`src/rtl/id_ex_pipe_reg.sv`:
```
// rtl/id_ex_pipe_reg.sv - ID/EX pipeline register with stall, flush and bubble/stall counters
module id_ex_pipe_reg #(
    parameter int DATA_W  = 32,
    parameter int RADDR_W = 5,
    parameter int CNT_W   = 16
) (
    input  logic               clk_i,
    input  logic               rst_n_i,
    input  logic               stall_i,
    input  logic               flush_i,
    input  logic               clr_cnt_i,
    input  logic               valid_i,
    input  logic [1:0]         WB_i,
    input  logic [2:0]         EX_i,
    input  logic [1:0]         MEM_i,
    input  logic [DATA_W-1:0]  pc_i,
    input  logic [DATA_W-1:0]  rs_data_i,
    input  logic [DATA_W-1:0]  rt_data_i,
    input  logic [DATA_W-1:0]  imm_i,
    input  logic [RADDR_W-1:0] rs_addr_i,
    input  logic [RADDR_W-1:0] rt_addr_i,
    input  logic [RADDR_W-1:0] rd_addr_i,
    output logic [1:0]         WB_o,
    output logic [2:0]         EX_o,
    output logic [1:0]         MEM_o,
    output logic [DATA_W-1:0]  pc_o,
    output logic [DATA_W-1:0]  rs_data_o,
    output logic [DATA_W-1:0]  rt_data_o,
    output logic [DATA_W-1:0]  imm_o,
    output logic [RADDR_W-1:0] rs_addr_o,
    output logic [RADDR_W-1:0] rt_addr_o,
    output logic [RADDR_W-1:0] rd_addr_o,
    output logic               valid_o,
    output logic               mem_read_o,
    output logic [CNT_W-1:0]   bubble_cnt_o,
    output logic [CNT_W-1:0]   stall_cnt_o
);

    localparam logic [CNT_W-1:0] CNT_MAX = {CNT_W{1'b1}};

    // Stage state: reset > flush (bubble, operands held) > stall (hold) > load
    always_ff @(posedge clk_i) begin
        if (!rst_n_i) begin
            WB_o      <= '0;
            EX_o      <= '0;
            MEM_o     <= '0;
            pc_o      <= '0;
            rs_data_o <= '0;
            rt_data_o <= '0;
            imm_o     <= '0;
            rs_addr_o <= '0;
            rt_addr_o <= '0;
            rd_addr_o <= '0;
            valid_o   <= 1'b0;
        end else if (flush_i) begin
            // Zeroed addresses keep a bubble from ever matching a forwarding source
            WB_o      <= '0;
            EX_o      <= '0;
            MEM_o     <= '0;
            rs_addr_o <= '0;
            rt_addr_o <= '0;
            rd_addr_o <= '0;
            valid_o   <= 1'b0;
        end else if (!stall_i) begin
            WB_o      <= WB_i;
            EX_o      <= EX_i;
            MEM_o     <= MEM_i;
            pc_o      <= pc_i;
            rs_data_o <= rs_data_i;
            rt_data_o <= rt_data_i;
            imm_o     <= imm_i;
            rs_addr_o <= rs_addr_i;
            rt_addr_o <= rt_addr_i;
            rd_addr_o <= rd_addr_i;
            valid_o   <= valid_i;
        end
    end

    // Saturating counters; a stall+flush cycle counts only as a bubble, clear wins over increment
    always_ff @(posedge clk_i) begin
        if (!rst_n_i || clr_cnt_i) begin
            bubble_cnt_o <= '0;
            stall_cnt_o  <= '0;
        end else begin
            if (flush_i && (bubble_cnt_o != CNT_MAX)) begin
                bubble_cnt_o <= bubble_cnt_o + 1'b1;
            end
            if (stall_i && !flush_i && (stall_cnt_o != CNT_MAX)) begin
                stall_cnt_o <= stall_cnt_o + 1'b1;
            end
        end
    end

    assign mem_read_o = MEM_o[1] & valid_o;

endmodule

```
`config.mk`:
```
export PLATFORM = sky130hd
export DESIGN_NAME = id_ex_pipe_reg
export DESIGN_NICKNAME = d
export VERILOG_FILES = /design/src/rtl/id_ex_pipe_reg.sv
export SDC_FILE = /design/constraint.sdc
export NUM_CORES = 1
export LEC_CHECK = 0
export BUFFER_PORTS_ARGS = -buffer_cell sky130_fd_sc_hd__buf_2
export CAP_MARGIN = 40
export CORE_ASPECT_RATIO = 0.8
export CORE_MARGIN = 3
export CORE_UTILIZATION = 42
export DETAILED_ROUTE_END_ITERATION = 7
export GPL_TIMING_DRIVEN = 1
export PLACE_DENSITY = 0.85
export SLEW_MARGIN = 10
export SYNTH_ARGS = -nofsm -noshare
export SYNTH_HDL_FRONTEND = slang
export SYNTH_SLANG_ARGS = --single-unit
```
`constraint.sdc`:
```
create_clock -name clk_i -period 1.5 [get_ports clk_i]
set_input_delay 0.075 -clock clk_i [delete_from_list [all_inputs] [get_ports clk_i]]
set_output_delay 0.075 -clock clk_i [all_outputs]
set_load 0.02 [all_outputs]
```
==> flow_summary.ini <==
[run_status]
outcome = finished, violations left
violations = negative setup slack

[synth]
synth_xor_area_frac = 0.001213
synth-main-ff-cell = dfxtp_1
ys_seq_area_frac = 0.5075
synthArstFlopShare = 0
avgSynthCellArea_um2 = 8.686
ys_types = 42
yosysWarnings = 0
netlist_area_mm2 = 0.007218
synth_compound_area_frac = 0.1850
synth-adder-area-share = 0.003467
synth_edf_count = 0
yosys-mux-area-fraction = 0.03189
postSynthCellCount = 831
synth-simple-area-share = 0.2340
synth_top_family_by_area = simple AND/OR/NAND/NOR gates
ys_ff_latch = 183
syn-num-nets = 989

[grt]
grt_max_degree = 95
grt_first_pass_wirelength_um = 40980
grt_pass1_vias = 8287
grt_antenna_before_repair = 2
grt_remaining_overflow = 0
globalRouteTotalUtil = 0.2683

[finish]
layout_common_cells = buf_2, nand2_1, dfxtp_1
register_area_mm2 = 0.003725
fill_cells = 1140
mostFrequentLayoutCell = buf_2
multi_input_area_mm2 = 0.003441
finish.utilization = 0.7011
nets = 1497
area_delta_synth_final_pct = 62.32
layout-drive-gt1-share = 0.3602

[floorplan]
die_x_um = 152.6
die-height_um = 123.3
die_area_mm2 = 0.01881
rows = 42
start_util = 0.4319
coreArea_mm2 = 0.01671
num_io_pins = 340

[sta]
fin_crit_ns = 1.588
period_share = 1.059
rsz0062_at_grt = yes
relSlewSlack = 0.7161
maxSlewViolCount = 0
finalSetupViolCount = 6
fin_skew_ns = 0.01013
setup_ws_ns = -0.08781
worst_pin_slew_ns = 0.4250
fmax_ghz = 0.6298
hold_violations = 0
tns_ns = -0.3354

[clock_tree]
clkLatencyLatePin_ns = 0.42
htree_levels = 4
clock-root-buffer = clkbuf_16
cts_tree = yes
cts_inserted_buffers = 17
cts.sink_count = 183
path_clk_slew_ns = 0.07
cts_buffer_depth = 2

[power]
leakage_uw = 0.005321
switching_power_uw = 2971
p_seq_frac = 0.469
pwr-share-comb = 0.140
irDropWorstVdd_mv = 0.6672
clockPowerShare = 0.391
total_power_uw = 10920
swShare = 0.2721
power_density_mw_per_mm2 = 931.9
p_int_uw = 7948

[critical_path]
path_class = flip-flop to flip-flop
arrival_ns = 1.95
cp.required_ns = 1.86
crit_fanout = 7
worstSetupEndpointType = flip-flop
startpoint_type = flip-flop

[route]
drtIter0Drc = 529
drc = 0
route.vias.total = 8199
dr.pass1.iters = 6
viasPerCell = 5.206
wl_um = 26670
wl_per_cell_um = 16.93
ant_nets = 0

[place]
gp_congestion = 0.8837
portBuffers = 339
dpl.hpwl_um = 15400

[hold_path]
worst_hold_path_type = input port to flip-flop

[run]
cap_violations = 0
[synth_stat cells, drive strengths merged, types with 3 or more instances]
| cell | count | area share |
|---|---|---|
| o31ai | 14 | 0.015 |
| and4 | 4 | 0.0049 |
| or4 | 10 | 0.010 |
| dfxtp | 183 | 0.51 |
| or2 | 3 | 0.0026 |
| nor3 | 4 | 0.0028 |
| o21ai | 14 | 0.0097 |
| nand2b | 4 | 0.0045 |
| a21boi | 128 | 0.13 |
| nand3 | 13 | 0.0090 |
| nand4 | 12 | 0.016 |
| nand2 | 269 | 0.14 |
| and3 | 3 | 0.0026 |
| buf | 26 | 0.020 |
| a21oi | 26 | 0.018 |
| mux2i | 23 | 0.032 |
| clkbuf | 29 | 0.015 |
| or3 | 13 | 0.011 |
| nor4 | 5 | 0.011 |
| inv | 4 | 0.0021 |
| nor2 | 27 | 0.014 |
[worst max-delay path: stages, from the launching register on]
cell and delay [ns]:
dfxtp_4 0.36, ha_4 0.17, nand4_1 0.14, nor4_4 0.06, buf_4 0.16, or4_4 0.51
a21oi_2 0.13
[metrics by stage]
step	std cells	setup slack (ns)	hold WS (ns)	cell area, um^2
6_report	1575	-0.08781	0.02229	11720
3_5_place_dp	1383	-0.08359	0.3133	9433
3_3_place_gp	1383	-0.04366	0.3028	9433
5_1_grt	1574	-0.1344	-0.001758	11710
4_1_cts	1568	-0.09427	0.0003924	11560
2_1_floorplan	831	-0.04139	0.2189	7282
[routing by layer]
metal  routed length [um]  share of wire  track usage
met5                    0              0            0
met4                 1084          0.041       0.1347
met3                 2177          0.082      0.08293
met1                10030           0.38       0.2963
met2                13380           0.50       0.4738
[path summary, 6_finish.rpt]
check,from,endpoint,slack (ns),cells after the start
max reg2reg,bubble_cnt_o[0],bubble_cnt_o[9],-0.09,6
max,bubble_cnt_o[0],bubble_cnt_o[9],-0.09,6
min,clr_cnt_i,bubble_cnt_o[12],0.02,3
min reg2reg,rt_data_o[22],rt_data_o[22],0.46,2
[logic make-up after synthesis]
family	after synthesis
and+or+nand+nor	372
AOI/OAI and AO/OA	191
DFF	183
buffers and inverters	59
muxes	23
adders and majority gates	2
xor gates and xnor gates	1
[what timing repair did]
action	CTS	global route
buffers inserted	2	4
gates cloned	0	1
endpoints found under the setup margin	24	29
hold buffers	151	0
gates resized for setup	7	33
hold endpoints to repair	151	0
pin swaps	7	14
[power groups by stage]
stage	sequential [uW]	clock (uW)	combinational [uW]
after floorplan	5450	0	409
after global placement	5220	0	1140
after detailed placement	5230	0	1160
after CTS	5120	4360	1470
after global routing	5130	4560	1640
final	5120	4270	1530
[state kept, by name, indices dropped and copies added, names as in the netlist]
signal,flops
EX_o,3
MEM_o,2
WB_o,2
bubble_cnt_o,16
imm_o,32
pc_o,32
rd_addr_o,5
rs_addr_o,5
rs_data_o,32
rt_addr_o,5
rt_data_o,32
stall_cnt_o,16
valid_o,1
[area by class of cell]
| class | instances | share of cell area |
|---|---|---|
| well taps | 220 | 0.02349 |
| repair buffers | 544 | 0.3149 |
| clock buffers | 18 | 0.03663 |
| inverters | 4 | 0.001282 |
| clock inverters | 14 | 0.01143 |
| diodes | 3 | 0.0006408 |
| multi-input cells | 589 | 0.2937 |
| flip-flops and latches | 183 | 0.3179 |
No activity file was read; power rests on OpenSTA's default activity.
